===== config.mk =====
export PLATFORM = sky130hd
export DESIGN_NAME = param_sync_ram
export DESIGN_NICKNAME = d
export VERILOG_FILES = /design/src/rtl/ram_pkg.sv /design/src/rtl/sync_ram_core.sv /design/src/rtl/param_sync_ram.sv
export SDC_FILE = /design/constraint.sdc
export NUM_CORES = 2
export LEC_CHECK = 0
export ABC_AREA = 1
export CAP_MARGIN = 0
export CORE_UTILIZATION = 38
export DETAILED_ROUTE_END_ITERATION = 10
export GPL_ROUTABILITY_DRIVEN = 0
export SYNTH_ARGS = -nofsm -noshare
export SYNTH_HDL_FRONTEND = slang
export SYNTH_HIERARCHICAL = 1
export SYNTH_SLANG_ARGS = --single-unit

===== constraint.sdc =====
create_clock -name clk -period 5 [get_ports clk]
set_input_delay 1 -clock clk [delete_from_list [all_inputs] [get_ports clk]]
set_output_delay 1 -clock clk [all_outputs]
set_load 0.05 [all_outputs]

===== src/rtl/ram_pkg.sv =====
// Shared types and constants for the parametrised synchronous RAM.
// Read-during-write modes, FSM states and read-data source select.
package ram_pkg;

    localparam int RD_FIRST = 0;
    localparam int WR_FIRST = 1;

    typedef enum logic {
        INIT,
        READY
    } state_t;

    typedef enum logic [1:0] {
        SRC_ZERO,
        SRC_CORE,
        SRC_BYP
    } rd_src_t;

endpackage


===== src/rtl/sync_ram_core.sv =====
// Storage array only: one write port, one registered read port, no reset.
// Kept free of bypass logic so it maps onto block RAM.
module sync_ram_core #(
    parameter int DATA_W = 16,
    parameter int ADDR_W = 8,
    parameter int DEPTH  = 256
) (
    input  logic              clk,
    input  logic              we_i,
    input  logic [ADDR_W-1:0] waddr_i,
    input  logic [DATA_W-1:0] wdata_i,
    input  logic              re_i,
    input  logic [ADDR_W-1:0] raddr_i,
    output logic [DATA_W-1:0] rdata_o
);

    logic [DATA_W-1:0] mem_q [DEPTH];
    logic [DATA_W-1:0] rdata_q;

    always_ff @(posedge clk) begin
        if (we_i) begin
            mem_q[waddr_i] <= wdata_i;
        end
        if (re_i) begin
            rdata_q <= mem_q[raddr_i];
        end
    end

    assign rdata_o = rdata_q;

endmodule


===== src/rtl/param_sync_ram.sv =====
// Simple-dual-port RAM with registered read, collision bypass and a
// reset-driven clear engine that owns the write port while busy.
module param_sync_ram
    import ram_pkg::*;
#(
    parameter int                DATA_W     = 16,
    parameter int                ADDR_W     = 8,
    parameter int                DEPTH      = 256,
    parameter int                RD_MODE    = 1,
    parameter logic [DATA_W-1:0] INIT_VALUE = '0
) (
    input  logic              clk,
    input  logic              rst,
    input  logic              wr_en,
    input  logic [ADDR_W-1:0] wr_addr,
    input  logic [DATA_W-1:0] wr_data,
    input  logic              rd_en,
    input  logic [ADDR_W-1:0] rd_addr,
    output logic [DATA_W-1:0] rd_data,
    output logic              rd_valid,
    output logic              busy
);

    localparam logic [ADDR_W:0]   DEPTH_X = (ADDR_W+1)'(DEPTH);
    localparam logic [ADDR_W-1:0] LAST    = ADDR_W'(DEPTH - 1);

    state_t            state_q;
    logic [ADDR_W-1:0] cnt_q;
    logic              rd_valid_q;
    rd_src_t           rd_src_q;
    logic [DATA_W-1:0] byp_q;

    logic              ready;
    logic              wr_ok;
    logic              rd_ok;
    logic              rd_in;
    logic              byp_hit;
    logic              core_we;
    logic              core_re;
    logic [ADDR_W-1:0] core_waddr;
    logic [DATA_W-1:0] core_wdata;
    logic [DATA_W-1:0] core_rdata;

    assign ready   = (state_q == READY);
    assign wr_ok   = ready & wr_en & ({1'b0, wr_addr} < DEPTH_X);
    assign rd_ok   = ready & rd_en;
    assign rd_in   = ({1'b0, rd_addr} < DEPTH_X);
    // Write-first collisions are served from a register beside the core
    assign byp_hit = (RD_MODE == WR_FIRST) & wr_ok & rd_in
                   & (wr_addr == rd_addr);

    assign core_we    = ~rst & (~ready | wr_ok);
    assign core_waddr = ready ? wr_addr : cnt_q;
    assign core_wdata = ready ? wr_data : INIT_VALUE;
    assign core_re    = ~rst & rd_ok & rd_in & ~byp_hit;

    sync_ram_core #(
        .DATA_W (DATA_W),
        .ADDR_W (ADDR_W),
        .DEPTH  (DEPTH)
    ) u_core (
        .clk     (clk),
        .we_i    (core_we),
        .waddr_i (core_waddr),
        .wdata_i (core_wdata),
        .re_i    (core_re),
        .raddr_i (rd_addr),
        .rdata_o (core_rdata)
    );

    always_ff @(posedge clk) begin
        if (rst) begin
            state_q    <= INIT;
            cnt_q      <= '0;
            rd_valid_q <= 1'b0;
            rd_src_q   <= SRC_ZERO;
            byp_q      <= '0;
        end else begin
            rd_valid_q <= rd_ok;
            if (rd_ok) begin
                if (!rd_in) begin
                    rd_src_q <= SRC_ZERO;
                end else if (byp_hit) begin
                    rd_src_q <= SRC_BYP;
                    byp_q    <= wr_data;
                end else begin
                    rd_src_q <= SRC_CORE;
                end
            end
            unique case (state_q)
                INIT: begin
                    cnt_q <= cnt_q + 1'b1;
                    if (cnt_q == LAST) begin
                        state_q <= READY;
                    end
                end
                READY: begin
                    state_q <= READY;
                end
                default: state_q <= INIT;
            endcase
        end
    end

    // Source select is registered, so rd_data holds when no read completes
    always_comb begin
        rd_data = '0;
        unique case (rd_src_q)
            SRC_CORE: rd_data = core_rdata;
            SRC_BYP:  rd_data = byp_q;
            default:  rd_data = '0;
        endcase
    end

    assign rd_valid = rd_valid_q;
    assign busy     = (state_q == INIT);

endmodule


* Word-level counts from Yosys, hierarchy flattened *
Memory sizes are Yosys's and may differ from the RTL's. A register that Yosys moved wholly into a read port is not among the register bits.
Index checks and enable logic that the tools add are counted.

cells by class
  $add $sub $neg = 1
  equality and inequality tests = 4
  mux-type cells = 8
  bitwise logic cells = 10
  reductions and logical operators = 1

operators with widths
  cell                                                 count
  one-hot mux 16 bit (2 select lines)                  1
  2-to-1 mux 16 bit                                    1
  adder 8 x 1 -> 8 bit, second input constant          1
  equality test 8 bit                                  1
  equality test 8 bit, second input constant           1
  2-to-1 mux 8 bit                                     1
  bitwise AND 1 bit                                    6
  2-to-1 mux 1 bit                                     3
  inverter 1 bit                                       3
  equality test 2 x 1 -> 1 bit, second input constant  1
  equality test 2 bit, second input constant           1
  2-to-1 mux 2 bit                                     1
  one-hot mux 1 bit (2 select lines)                   1
  AND reduction 2 bit                                  1
  OR 1 bit                                             1

storage, ports and cells
  register bits after elaboration = 28
  memory bits (writable) = 4096
  bits of input ports = 36
  output and inout port bits = 18
  logic and storage cells = 30
  memories = 1

memories
  name          words  width  rd ports  clocked after Yosys merged registers in  wr ports  line                 RTL
  u_core.mem_q  256    16     1         1                                        1         sync_ram_core.sv:17  logic [DATA_W-1:0] mem_q [DEPTH];

* Logic depth before layout (Yosys ltp) *
  depth in word-level cells = 5
  depth in mapped cells = 15
  gate-level depth less buffers = 11

* Modules after synthesis *
The synthesis kept the hierarchy.

by module, submodules not included
  module          times used  cells each  area each (µm²)  sequential area each (µm²)
  sync_ram_core   1           13617       165866.6         123478.4
  param_sync_ram  1           337         1961.9           560.5

* Worst setup path after synthesis *
No wires, ideal clock.

  kind = input to register
  start point = input wr_data[0]
  end point = memory u_core.mem_q[0][0] (data pin)
  data arrival time = 3.808 ns
  data required time = 4.227 ns
  slack = 0.418 ns
  stages on the path = 2
  path through = nand2_1 -> inv_1

between the ends
  longest elaborated chain between the ends = 1

RTL lines
  item               line                  RTL
  start, declared    param_sync_ram.sv:16  input logic [DATA_W-1:0] wr_data,
  2-to-1 mux 16 bit  param_sync_ram.sv:54  assign core_wdata = ready ? wr_data : INIT_VALUE;
  net core_wdata[0]  param_sync_ram.sv:41  logic [DATA_W-1:0] core_wdata;
  end, declared      sync_ram_core.sv:17

The timed path passes the listed nets, and every way through them passes these cells.

* Worst setup path after layout *
  start point = register rd_src_q[0]
  end point = output rd_data[14]

between the ends
  longest elaborated chain between the ends = 2
  elaborated cells between the ends (all ways) = 3
  those cells by class = eq/ne: 2; mux: 1

RTL lines
  item                                                                 line                   RTL
  start, declared                                                      param_sync_ram.sv:30   rd_src_t rd_src_q;
  start signal, assigned                                               param_sync_ram.sv:76   rd_src_q <= SRC_ZERO;
  start signal, assigned                                               param_sync_ram.sv:82   rd_src_q <= SRC_ZERO;
  start signal, assigned                                               param_sync_ram.sv:84   rd_src_q <= SRC_BYP;
  equality test 2 bit or equality test 2 x 1 -> 1 bit (tied branches)  param_sync_ram.sv:108  unique case (rd_src_q)
  one-hot mux 16 bit (2 select lines) (*)                              param_sync_ram.sv:108
  end, declared                                                        param_sync_ram.sv:19   output logic [DATA_W-1:0] rd_data,

Mark *: on every way between the ends. The rest lies on a longest branch, timed or not.

==> summary.md <==
| Metric | Value |
|---|---|
| Crit path launch type | `flop` |
| Vias in the first global route | `102.9k` |
| Grt ovf | `0` |
| Via-per-instance ratio | `5.424` |
| Chip Height | `666.6 microns` |
| Clock root buffer | `clkbuf_16` |
| Core area | `0.4387 sq mm` |
| Max VDD drop | `0.3000 mV` |
| Critical path capture point type | `output pin` |
| Commonest non-fill, non-tap cells in the layout | `4300 x nand2_1, 4112 x edfxtp_1, 4038 x nand3_1` |
| Die Span X | `666.6 microns` |
| Crit path kind | `flop to output pin` |
| Effective utilization at floorplan | `38.25%` |
| Synthesized net count | `about 14k` |
| # IOs | `between 50 and 60` |
| Hold slack final | `between 0.4 and 0.5 ns` |
| All-Layer GR Usage | `about 22%` |
| HP Class | `flop to flop` |
| Area Growth Syn to Fin | `13.37%` |
| WP buf/inv | `2` |
| Reg2Reg Launch Point | `ready` |
| Initial antenna violation count | `19` |
| Largest net degree at the start of global routing | `approximately 180` |
| Htree depth | `5` |
| Tightest Pin Transition | `~1.2 ns` |
| Min-delay src | `byp_q[0]` |
| Setup_tns | `0 ns` |
| Finish-stage setup viols | `0` |
| CTS buffer count | `approximately 420` |
| Clock-pin slew on the worst setup and hold paths | `0.06 ns` |
| Async SR Flop Fraction | `0%` |
| Max_cap viols | `0` |
| Primary FF master, synth | `edfxtp_1` |
| Unique masters post-synth | `28` |
| Min cycle time layout | `4.197 ns` |
| Drt pass-1 iters | `6` |
| Yosys warns | `6` |
| DR iter-0 viols | `about 14k` |
| Hold Buf Count CTS | `0` |
| Commonest non-fill, non-tap cell in the layout | `nand2_1` |
| Avg WL per Cell | `approximately 24 microns` |
| Clock sink total | `4140` |
| R2R setup slack | `1.00 ns` |
| Worst Setup SP | `rd_src_q[0]` |
| Sequential area share after synthesis | `73.91%` |
| Post-Syn Instances | `13.95k` |
| Antenna-violating nets left | `0` |
| Layout cells sized above 1 | `8.942%` |
| Number of remaining DRC errors | `0` |
| # fillers | `39.70k` |
| Syn Area/Cell | `12.03 sq um` |
| Worst path slowest cell | `clkdlybuf4s50_1` |
| Final Hold Viols | `0` |
| IO buf count | `53` |
| WP data required | `4.00 ns` |
| Clock Latency Late Sink | `1.00 ns` |
| Synthesized cell area | `0.1678 sq mm` |
| Row count | `approximately 240` |
| Routed vias | `approximately 110k` |
| Die Area | `around 0.44 sq mm` |
| Lkg Pwr | `just under 70 nW` |
| Layout Skew | `0.05218 ns` |
| DRT Wirelength | `493200 microns` |
| Seq cells post-synth | `4140` |
| CP arrival | `3.20 ns` |
| Outcome | `finished clean` |
| Dpl hpwl | `281900 microns` |
| Max_slew headroom | `21.11%` |
| Pins over their slew limit | `0` |
| Worst path depth | `5` |
| Fmax | `around 0.24 GHz` |
| CP top delay family | `buffers and inverters` |
| RSZ-0062 raised after global routing | `no` |
| Hold Path Cell Cnt | `2` |
| CTS tree | `yes` |
| Post-CTS Setup Repair Bufs | `0` |
| Pwr/cell area | `377.7 mW/mm^2` |
| Post-synth EDFFs | `4112` |
| Worst-path cell chain | `inv_1 -> ha_1 -> nand2_1 -> a21oi_1 -> clkdlybuf4s50_1` |
| Nets@finish | `14.14k` |
| Post-CTS sizing | `0` |
| First-pass GRT wire length | `713200 microns` |
| CTS Buffer Depth | `4` |
| Cells on worst reg2reg path | `6` |
| Crit-path max cell delay | `approximately 0.87 ns` |
| Period Utilization, post-route | `83.95%` |
| CP Max Fanout | `16` |
metrics by stage:
step                      cells  utilization, %  total power, mW  setup slack [ns]  instance area [sq um]
after floorplan           13950               -            40.59            0.4182                 167800
after global routing      20330           43.36            73.71            0.6658                 190200
after CTS                 20330           43.35            72.16            0.7585                 190200
after global placement    19560           40.35            41.95            0.4501                 177000
after detailed placement  19560           40.35            41.97            0.4032                 177000
final                     20350           43.37            71.87            0.8026                 190300
registers in the layout, summed over array words and instances (netlist names):
signal,cells
u_core/rdata_o,16
cnt_q,8
u_core/mem_q,4096
ready,1
rd_valid,1
rd_src_q,2
byp_q,16
worst paths after layout:
| path | to |
|---|---|
| max | rd_data[14] |
| min | byp_q[0] |
| max reg2reg | u_core/mem_q[16][1] |
| min reg2reg | byp_q[0] |
synthesized netlist by cell type, types with 13 or more instances:
master	count	area, sq um
a21oi_1	38	190.2
buf_1	70	262.8
buf_2	498	2492
buf_4	165	1239
buf_6	53	596.8
clkbuf_1	168	630.6
dfxtp_1	28	560.5
edfxtp_1	4112	123500
inv_1	89	334.1
nand2_1	4316	16200
nand3_1	4038	20210
nand4_1	17	106.4
nor2_1	317	1190
o21ai_0	13	65.06
per-layer routing:
metal | wire length (microns) | GRT usage [%] | up-vias
met5 | 112 | 0 | -
met4 | 19200 | 8.318 | 16
met3 | 44290 | 3.978 | 860
met2 | 229700 | 33.93 | 5077
met1 | 199900 | 29.70 | 54400
li1 | - | - | 50030
power by group:
group	switching (mW)	leakage, nW	internal (mW)
Combinational	2.74	20.8	0.971
Clock	13.3	6.43	17.3
Sequential	0.00714	41.1	37.6
worst min-delay path, cell delays in order (launching register included):
cell and delay [ns]:
dfxtp_1 0.32, a21oi_1 0.04, nor2_1 0.08
cell type report:
| type | count | area, sq um | area share (%) |
|---|---|---|---|
| timing repair buffer | 686 | 6798 | 3.573 |
| antenna | 22 | 55.05 | 0.02894 |
| clock inverter | 261 | 2336 | 1.228 |
| sequential | 4140 | 124000 | 65.19 |
| inverter | 96 | 533.0 | 0.2801 |
| tap | 5880 | 7357 | 3.867 |
| multi-input combinational | 8761 | 38290 | 20.12 |
| clock buffer | 505 | 10860 | 5.707 |
cell families after synthesis:
logic type	after synthesis	synth area share, %
flip-flops	4140	73.91
adder cells (fa/ha/maj)	3	0.02237
AO/OA/AOI/OAI	52	0.1573
AND/OR/NAND/NOR	8704	22.54
buffers and inverters	1053	3.359
XOR/XNOR	2	0.01044
Power figures use the tool's default switching activity.
